<file path="config.mk">
export PLATFORM = sky130hd
export DESIGN_NAME = serial_adder_ctrl
export DESIGN_NICKNAME = d
export VERILOG_FILES = /design/src/rtl/serial_adder_ctrl_pkg.sv /design/src/rtl/serial_adder_ctrl_full_adder.sv /design/src/rtl/serial_adder_ctrl.sv
export SDC_FILE = /design/constraint.sdc
export NUM_CORES = 1
export LEC_CHECK = 0
export BUFFER_PORTS_ARGS = -buffer_cell sky130_fd_sc_hd__buf_2
export CAP_MARGIN = 10
export CORE_MARGIN = 4
export CORE_UTILIZATION = 46
export DETAILED_ROUTE_END_ITERATION = 12
export GPL_TIMING_DRIVEN = 0
export PLACE_DENSITY = 0.68
export SETUP_SLACK_MARGIN = 0.5
export SYNTH_ARGS = -nofsm -noshare
export SYNTH_HDL_FRONTEND = slang
export SYNTH_SLANG_ARGS = --single-unit
</file>
<file path="constraint.sdc">
create_clock -name i_clk -period 2.55 [get_ports i_clk]
set_input_delay 0.255 -clock i_clk [delete_from_list [all_inputs] [get_ports i_clk]]
set_output_delay 0.255 -clock i_clk [all_outputs]
set_load 0.01 [all_outputs]
</file>
<file path="src/rtl/serial_adder_ctrl_pkg.sv">
// Shared definitions for the serial adder controller: FSM encoding and digit width.
package serial_adder_ctrl_pkg;

    // Bits consumed per cycle by the shared adder slice.
    localparam int DIGIT = 2;

    // Controller states. The encoding is fixed so debug probes can decode it directly.
    typedef enum logic [1:0] {
        ST_IDLE = 2'd0,
        ST_RUN  = 2'd1,
        ST_DONE = 2'd2
    } state_t;

endpackage : serial_adder_ctrl_pkg

</file>
<file path="src/rtl/serial_adder_ctrl_full_adder.sv">
// Two-bit ripple adder slice shared by the serial controller: sum and carry of a + b + cin.
module full_adder
    import serial_adder_ctrl_pkg::*;
(
    input  logic [DIGIT-1:0] i_a,
    input  logic [DIGIT-1:0] i_b,
    input  logic             i_cin,
    output logic [DIGIT-1:0] o_sum,
    output logic             o_cout
);

    logic [DIGIT:0] w_total;

    // Operands are zero-extended so the carry lands in the extra top bit.
    assign w_total = {1'b0, i_a} + {1'b0, i_b} + {{DIGIT{1'b0}}, i_cin};
    assign o_sum   = w_total[DIGIT-1:0];
    assign o_cout  = w_total[DIGIT];

endmodule : full_adder

</file>
<file path="src/rtl/serial_adder_ctrl.sv">
// Serial add/subtract controller. It feeds one 2-bit adder slice LSB digit first and chains
// the carry through a register, so a WIDTH-bit result takes WIDTH/2 cycles.
// WIDTH must be even and at least 4.
module serial_adder_ctrl #(
    parameter int WIDTH = 16
) (
    input  logic             i_clk,
    input  logic             i_rst,
    input  logic             i_start,
    input  logic [WIDTH-1:0] i_a,
    input  logic [WIDTH-1:0] i_b,
    input  logic             i_carry,
    input  logic             i_sub,
    output logic             o_busy,
    output logic             o_done,
    output logic [WIDTH-1:0] o_sum,
    output logic             o_carry,
    output logic             o_ovf
);

    import serial_adder_ctrl_pkg::*;

    localparam int                N     = WIDTH / DIGIT;
    localparam int                CNT_W = $clog2(N);
    localparam logic [CNT_W-1:0]  LAST  = CNT_W'(N - 1);

    state_t             r_state;
    state_t             w_next_state;

    // Operand shift registers: the low digit of each feeds the slice.
    logic [WIDTH-1:0]       r_a;
    logic [WIDTH-1:0]       r_b;
    // Holds the digits produced so far. The newest digit is not stored here; it is
    // concatenated on top, so only N-1 digits need storage.
    logic [WIDTH-DIGIT-1:0] r_sum_sr;
    logic                   r_carry;
    logic [CNT_W-1:0]       r_cnt;
    // Operand sign bits as latched. Overflow is judged against these after the
    // operands have been shifted away.
    logic                   r_msb_a;
    logic                   r_msb_b;

    logic                   w_accept;
    logic                   w_last;
    logic [WIDTH-1:0]       w_b_eff;
    logic [DIGIT-1:0]       w_slice_sum;
    logic                   w_slice_cout;
    logic [WIDTH-1:0]       w_sum_full;

    // Subtraction is A + ~B + 1, so B is inverted on the way in.
    assign w_b_eff    = i_sub ? ~i_b : i_b;
    assign w_last     = (r_cnt == LAST);
    assign w_sum_full = {w_slice_sum, r_sum_sr};

    assign o_busy = (r_state == ST_RUN);
    assign o_done = (r_state == ST_DONE);

    full_adder u_slice (
        .i_a    (r_a[DIGIT-1:0]),
        .i_b    (r_b[DIGIT-1:0]),
        .i_cin  (r_carry),
        .o_sum  (w_slice_sum),
        .o_cout (w_slice_cout)
    );

    // State register.
    always_ff @(posedge i_clk) begin
        // NOTE: clocked state uses non-blocking assignments, so every flop samples
        // pre-edge values no matter how the always blocks are ordered.
        if (i_rst) begin
            r_state <= ST_IDLE;
        end else begin
            r_state <= w_next_state;
        end
    end

    // Next-state logic and start acceptance. Start is ignored while RUN.
    always_comb begin
        // NOTE: every output of this block is given a default first, so no path
        // leaves a signal unassigned and infers a latch.
        w_next_state = r_state;
        w_accept     = 1'b0;
        case (r_state)
            ST_IDLE: begin
                if (i_start) begin
                    w_next_state = ST_RUN;
                    w_accept     = 1'b1;
                end
            end
            ST_RUN: begin
                if (w_last) begin
                    w_next_state = ST_DONE;
                end
            end
            ST_DONE: begin
                if (i_start) begin
                    w_next_state = ST_RUN;
                    w_accept     = 1'b1;
                end else begin
                    w_next_state = ST_IDLE;
                end
            end
            default: begin
                w_next_state = ST_IDLE;
            end
        endcase
    end

    // Datapath: latch on accept, process one digit per RUN cycle, publish on the last digit.
    always_ff @(posedge i_clk) begin
        if (i_rst) begin
            r_a      <= '0;
            r_b      <= '0;
            r_sum_sr <= '0;
            r_carry  <= 1'b0;
            r_cnt    <= '0;
            r_msb_a  <= 1'b0;
            r_msb_b  <= 1'b0;
            o_sum    <= '0;
            o_carry  <= 1'b0;
            o_ovf    <= 1'b0;
        end else if (w_accept) begin
            r_a      <= i_a;
            r_b      <= w_b_eff;
            r_sum_sr <= '0;
            r_carry  <= i_sub ? 1'b1 : i_carry;
            r_cnt    <= '0;
            r_msb_a  <= i_a[WIDTH-1];
            r_msb_b  <= w_b_eff[WIDTH-1];
            o_sum    <= '0;
            o_carry  <= 1'b0;
            o_ovf    <= 1'b0;
        end else if (r_state == ST_RUN) begin
            r_a      <= r_a >> DIGIT;
            r_b      <= r_b >> DIGIT;
            r_sum_sr <= w_sum_full[WIDTH-1:DIGIT];
            r_carry  <= w_slice_cout;
            r_cnt    <= r_cnt + 1'b1;
            if (w_last) begin
                o_sum   <= w_sum_full;
                o_carry <= w_slice_cout;
                o_ovf   <= (r_msb_a == r_msb_b) && (w_sum_full[WIDTH-1] != r_msb_a);
            end
        end
    end

endmodule : serial_adder_ctrl

</file>
# After elaboration in Yosys (flattened, before gate mapping)
# Cells that the tools add are included.
# W data, S select, Z words.
dict set report word_totals {
  word_cells 43
  out_inout_bits 20
  register_bits 72
}
dict set report op_classes {
  eq_ne 7
  add_sub_neg 3
  mux 14
  n_reduce_logical 7
  bitwise 1
}
# op n
set ops {}
lappend ops {{$mux W16} 5}
lappend ops {{$not A16 Y16} 1}
lappend ops {{$mux W1} 6}
lappend ops {{$pmux W2 S3} 1}
lappend ops {{$mux W2} 2}
lappend ops {{$reduce_and A2 Y1} 2}
lappend ops {{$reduce_or A2 Y1} 2}
lappend ops {{$add A2 B2 Y3} 1}
lappend ops {{$add A3 B1 Y3} 1}
lappend ops {{$add A3 B1 Y3 const B} 1}
lappend ops {{$eq A3 B3 Y1 const B} 1}
lappend ops {{$eq A2 B1 Y1 const B} 1}
lappend ops {{$eq A2 B2 Y1 const B} 1}
lappend ops {{$logic_not A2 Y1} 1}
lappend ops {{$ne A2 B1 Y1 const B} 1}
lappend ops {{$ne A2 B2 Y1 const B} 1}
lappend ops {{$reduce_bool A2 Y1} 1}
lappend ops {{$eq A1 B1 Y1} 1}
lappend ops {{$logic_and A1 B1 Y1} 1}
lappend ops {{$ne A1 B1 Y1} 1}

# Depth between registers and ports, before layout
dict set report depth {
  word_depth 4
  depth_mapped 7
  mapped_depth_nobuf 6
}

# Hierarchy
# A second synthesis with hierarchy kept.
dict set report hier_totals {
  cells_unflattened 357
  area_unflattened_um2 3052.9
}
# module area_each_um2 instances cells_per_inst
set by_module_without_submodules {}
lappend by_module_without_submodules {serial_adder_ctrl 2982.9 1 347}
lappend by_module_without_submodules {full_adder 70.1 1 10}

# Worst setup path after synthesis
# No wires, ideal clock.
dict set report synth_timing {
  path_kind {register to register}
  from {register r_b[0]}
  to {register o_ovf}
  setup_ps 119
  path_stages_with_launch 7
  required_ps 2431
  setup_slack_ps 759
  t_arrival_ps 1671
  path_cell_list {dfxtp_1 -> inv_1 -> fa_1 -> fa_1 -> and3_1 -> nor3_1 -> nor3_1}
}
dict set report synth_between {
  elab_chain_cells 4
}
# item line
set synth_lines {}
lappend synth_lines {{start: declaration} serial_adder_ctrl.sv:32} ;# logic [WIDTH-1:0] r_b;
lappend synth_lines {{start signal: assignment} serial_adder_ctrl.sv:124} ;# r_b <= w_b_eff;
lappend synth_lines {{start signal: assignment} serial_adder_ctrl.sv:135} ;# r_b <= r_b >> DIGIT;
lappend synth_lines {{$add A2 B2 Y3} serial_adder_ctrl_full_adder.sv:15} ;# assign w_total = {1'b0, i_a} + {1'b0, i_b} + {{DIGIT{1'b0}}, i_cin};
lappend synth_lines {{$add A3 B1 Y3} serial_adder_ctrl_full_adder.sv:15}
lappend synth_lines {{$ne A1 B1 Y1} serial_adder_ctrl.sv:142} ;# o_ovf <= (r_msb_a == r_msb_b) && (w_sum_full[WIDTH-1] != r_msb_a);
lappend synth_lines {{$logic_and A1 B1 Y1} serial_adder_ctrl.sv:142}
lappend synth_lines {{end signal: assignment} serial_adder_ctrl.sv:142}
lappend synth_lines {{end: declaration} serial_adder_ctrl.sv:18} ;# output logic o_ovf
# No other way between the ends.
# A chain may end at the register's enable or synchronous reset.

# Final worst setup path
# Ends and elaborated chain as after synthesis.

==> out/results.md <==
| Metric | Reported |
|:---|:---|
| Outcome | completed |
| Leak | 1.44 nW |
| P per Cell Area | 679 nW/um^2 |
| I/O Pins | 57 |
| Number of clock sinks | 72 |
| Die area | 8000 um^2 |
| Total detailed-routing wirelength | 6840 um |
| Fraction of registers with async set/reset | 0% |
| Worst hold path class | in -> reg |
| XOR/XNOR share of the synthesized area | 4.88% |
| Cell area after placement | 3420 um^2 |
| Post-CTS Setup Repair Bufs | 0 |
| Cells after Synth | 354 |
| # nets final | 461 |
| Maximum clock skew at final layout | 0.00712 ns |
| Area occupied by multi-input gates | 1410 um^2 |
| Post-route setup slack | 0.656 ns |
| Compound-gate portion of the synthesized area | 17.8% |
| Total half-perimeter wirelength after legalization and detailed placement | 4930 um |
| Area leader, netlist | sky130_fd_sc_hd__dfxtp_1 |
| Final setup vio count | 0 |
| Number of max-capacitance violations reported | 0 |
| Avg Synthesized Cell Area | 8.62 um^2 |
| Core Rows | 29 |
| Count of antenna-violating nets left after detailed routing | 0 |
| FF/Latch Area | 1440 um^2 |
| Net load switching power | 0.638 mW |
| Die Span Y | 89.5 um |
| Vias post-DR | 2694 |
| Largest vdd supply drop | 0.408 mV |
| Fill count | 598 |
| Global route overflow | 0 |
| Final non-filler cell area | 3630 um^2 |
| H-tree levels | 3 |
| Routed length on met3 | 386 um |
| Vias in the first global route | 2521 |
| Period utilisation layout | 74.3% |
| WL met1 | 2940 um |
| Quantity of I/O buffers inserted on ports | 55 |
| Kind of end point of the critical path | flop |
| Data required, critical path | 2.82 ns |
| Largest net degree at the start of global routing | 13 |
| Slew Limit Headroom | 64.7% |
| Width of the chip | 89.5 um |
| Endpoint arrival time on the critical path | 2.16 ns |
| Clock insertion delay at the later pin of the skew report | 0.34 ns |
| Clock-pin slew on the worst setup and hold paths | 0.08 ns |
| Total Neg Setup Slack | 0 ns |
| Mean routed wirelength per cell | 13.6 um |
| Netlist cell types | 31 |
| Relative contribution of the clock network to total power | 37.3% |
| Post-synth top area share | 47.2% |
| Combinational cell fraction of total power | 13.4% |
| Share of synthesized cell area in full adder, half adder and majority cells | 2.13% |
| Area inside the core boundary | 6390 um^2 |
| Highest clock rate | 0.528 GHz |
| Post-DR vias/cell | 5.37 |
| Met2 routed wirelength | 3330 um |
| Final weighted congestion of routability-driven global placement | 0.809 |
| Ranking of synthesized cells by instance count | sky130_fd_sc_hd__dfxtp_1 (72), sky130_fd_sc_hd__nand2_1 (64), sky130_fd_sc_hd__a21oi_1 (41), sky130_fd_sc_hd__nor3_1 (34), sky130_fd_sc_hd__buf_2 (16) |
| Fraction of power spent switching nets | 25.9% |
| Net Count, Synth | 395 |
| Hold buffer count at cts | 0 |
| Setup repair after global routing missed its margin | no |
| Dominant combinational cell family by area after synthesis | simple AND/OR/NAND/NOR gates |
| Total design power | 2.47 mW |
| Yosys warning total | 0 |
| Area Overhead vs Synth | 19.0% |
| Fraction of the yosys area taken by sequential cells | 47.2% |
| Post-synthesis mux area share | 2.95% |
| Number of remaining DRC errors | 0 |
| Worst-case clock buffer depth | 2 |
| Number of buffers created by CTS | 9 |
| Total routing resource utilization after global routing | 18.4% |
| Wire length of the first global-routing pass | 11400 um |
| Antenna diode count | 0 |
| Worst setup timing slack at the placement stage | 0.605 ns |
| Startpoint type of the worst setup path | flop |
| Post-synthesis share of cell area spent on and, or, nand and nor gates | 18.4% |
| Starting density of the core | 47.8% |
| Setup CP Type | reg -> reg |
| Worst-Margin Slew | 0.529 ns |
| Post-synthesis instance area | 3050 um^2 |
| Clock root buffer | sky130_fd_sc_hd__clkbuf_8 |
| Most instantiated library cell after synthesis | sky130_fd_sc_hd__dfxtp_1 |
| DR iter-0 viols | 86 |
| Drt first pass iters | 6 |
| Leading register cell type out of synthesis | sky130_fd_sc_hd__dfxtp_1 |
| Number of antenna violations at the first check in global routing | 0 |
| Sequential Power Share | 49.3% |
| Clock period minus final worst setup slack | 1.89 ns |
| Final Hold Violating Endpoints | 0 |
| Highest metal layer with signal wires | met4 |
| Synth Register Bits | 72 |
| Worst slack on hold paths | 0.163 ns |
| CTS tree | done |
| Crit path max fanout | 4 |
| Cell types occupying the most area after synthesis | sky130_fd_sc_hd__dfxtp_1 (47%), sky130_fd_sc_hd__nand2_1 (7.9%), sky130_fd_sc_hd__a21oi_1 (6.7%) |
| Fraction of layout cells with a size suffix above 1 | 23.5% |
| EDFF count, synth | 0 |
| Number of pins exceeding their max-slew limit in the final report | 0 |
| Cell internal power dissipation | 1.83 mW |
cells in the final DEF (no fill, tap or decap), drive strengths merged, types with 10 or more instances in the layout:
cell    instances
a211oi         14
a21oi          41
buf            81
clkbuf         17
dfxtp          72
nand2          64
nand3          11
nor2           11
nor3           34
o22ai          12
xnor2          10
kinds of logic after synthesis:
kind of cell    after synthesis
fa+ha+maj                     4
buf+inv                      38
compound gates               86
xor+xnor                     17
mux                           9
flops                        72
simple gates                128
sequential cells by signal, summed over array words and instances, names as in the netlist:
name      flops
r_carry       1
r_msb_a       1
o_carry       1
o_sum        16
r_sum_sr     14
r_cnt         3
r_b          16
o_ovf         1
r_state       2
r_a          16
r_msb_b       1
final timing paths:
| path | cells after the start | end | start | slack (ns) |
|---|---|---|---|---|
| worst max register to register | 6 | o_ovf | r_b[0] | 0.66 |
| worst min register to register | 2 | o_sum[4] | o_sum[4] | 0.45 |
| worst min-delay path | 3 | r_a[14] | i_a[14] | 0.16 |
| worst max-delay path | 6 | o_ovf | r_b[0] | 0.66 |
cell type report:
class / count / area share (%)
inverters: 6 / 0.620
flip-flops and latches: 72 / 39.7
multi-input cells: 244 / 38.8
repair buffers: 55 / 7.58
plain buffers: 32 / 4.99
clock inverters: 5 / 1.52
well taps: 77 / 2.65
clock buffers: 11 / 4.17
repair_timing:
action | in CTS | in global routing
endpoints found under the setup margin | 0 | 1
hold endpoints to repair | 0 | 0
resized for setup | 0 | 1
metrics by stage:
step | util (%) | instances
after floorplan | - | 354
after global placement | 53.6 | 486
after detailed placement | 53.6 | 486
after CTS | 56.8 | 502
after global routing | 56.9 | 502
final | 56.9 | 502
power groups by stage:
stage | Clock (mW) | Combinational (mW) | Sequential (mW)
finish | 0.920 | 0.330 | 1.22
global route | 0.987 | 0.369 | 1.22
CTS | 0.931 | 0.333 | 1.22
detailed placement | 0 | 0.331 | 1.24
global placement | 0 | 0.324 | 1.24
floorplan | 0 | 0.240 | 1.23
layer usage:
| metal | global-route usage, % | vias up |
|---|---|---|
| met3 | 3.78 | 15 |
| met2 | 31.2 | 86 |
| met5 | 0 | - |
| met4 | 9.88 | 0 |
| met1 | 21.6 | 1235 |
| li1 | - | 1358 |
worst max-delay path: stages (launching register included):
cell	delay [ns]
sky130_fd_sc_hd__dfxtp_1	0.36
sky130_fd_sc_hd__inv_1	0.09
sky130_fd_sc_hd__fa_1	0.42
sky130_fd_sc_hd__fa_2	0.59
sky130_fd_sc_hd__and3_1	0.16
sky130_fd_sc_hd__nor3_1	0.05
sky130_fd_sc_hd__nor3_1	0.16
No activity file was read; power rests on OpenSTA's default activity.
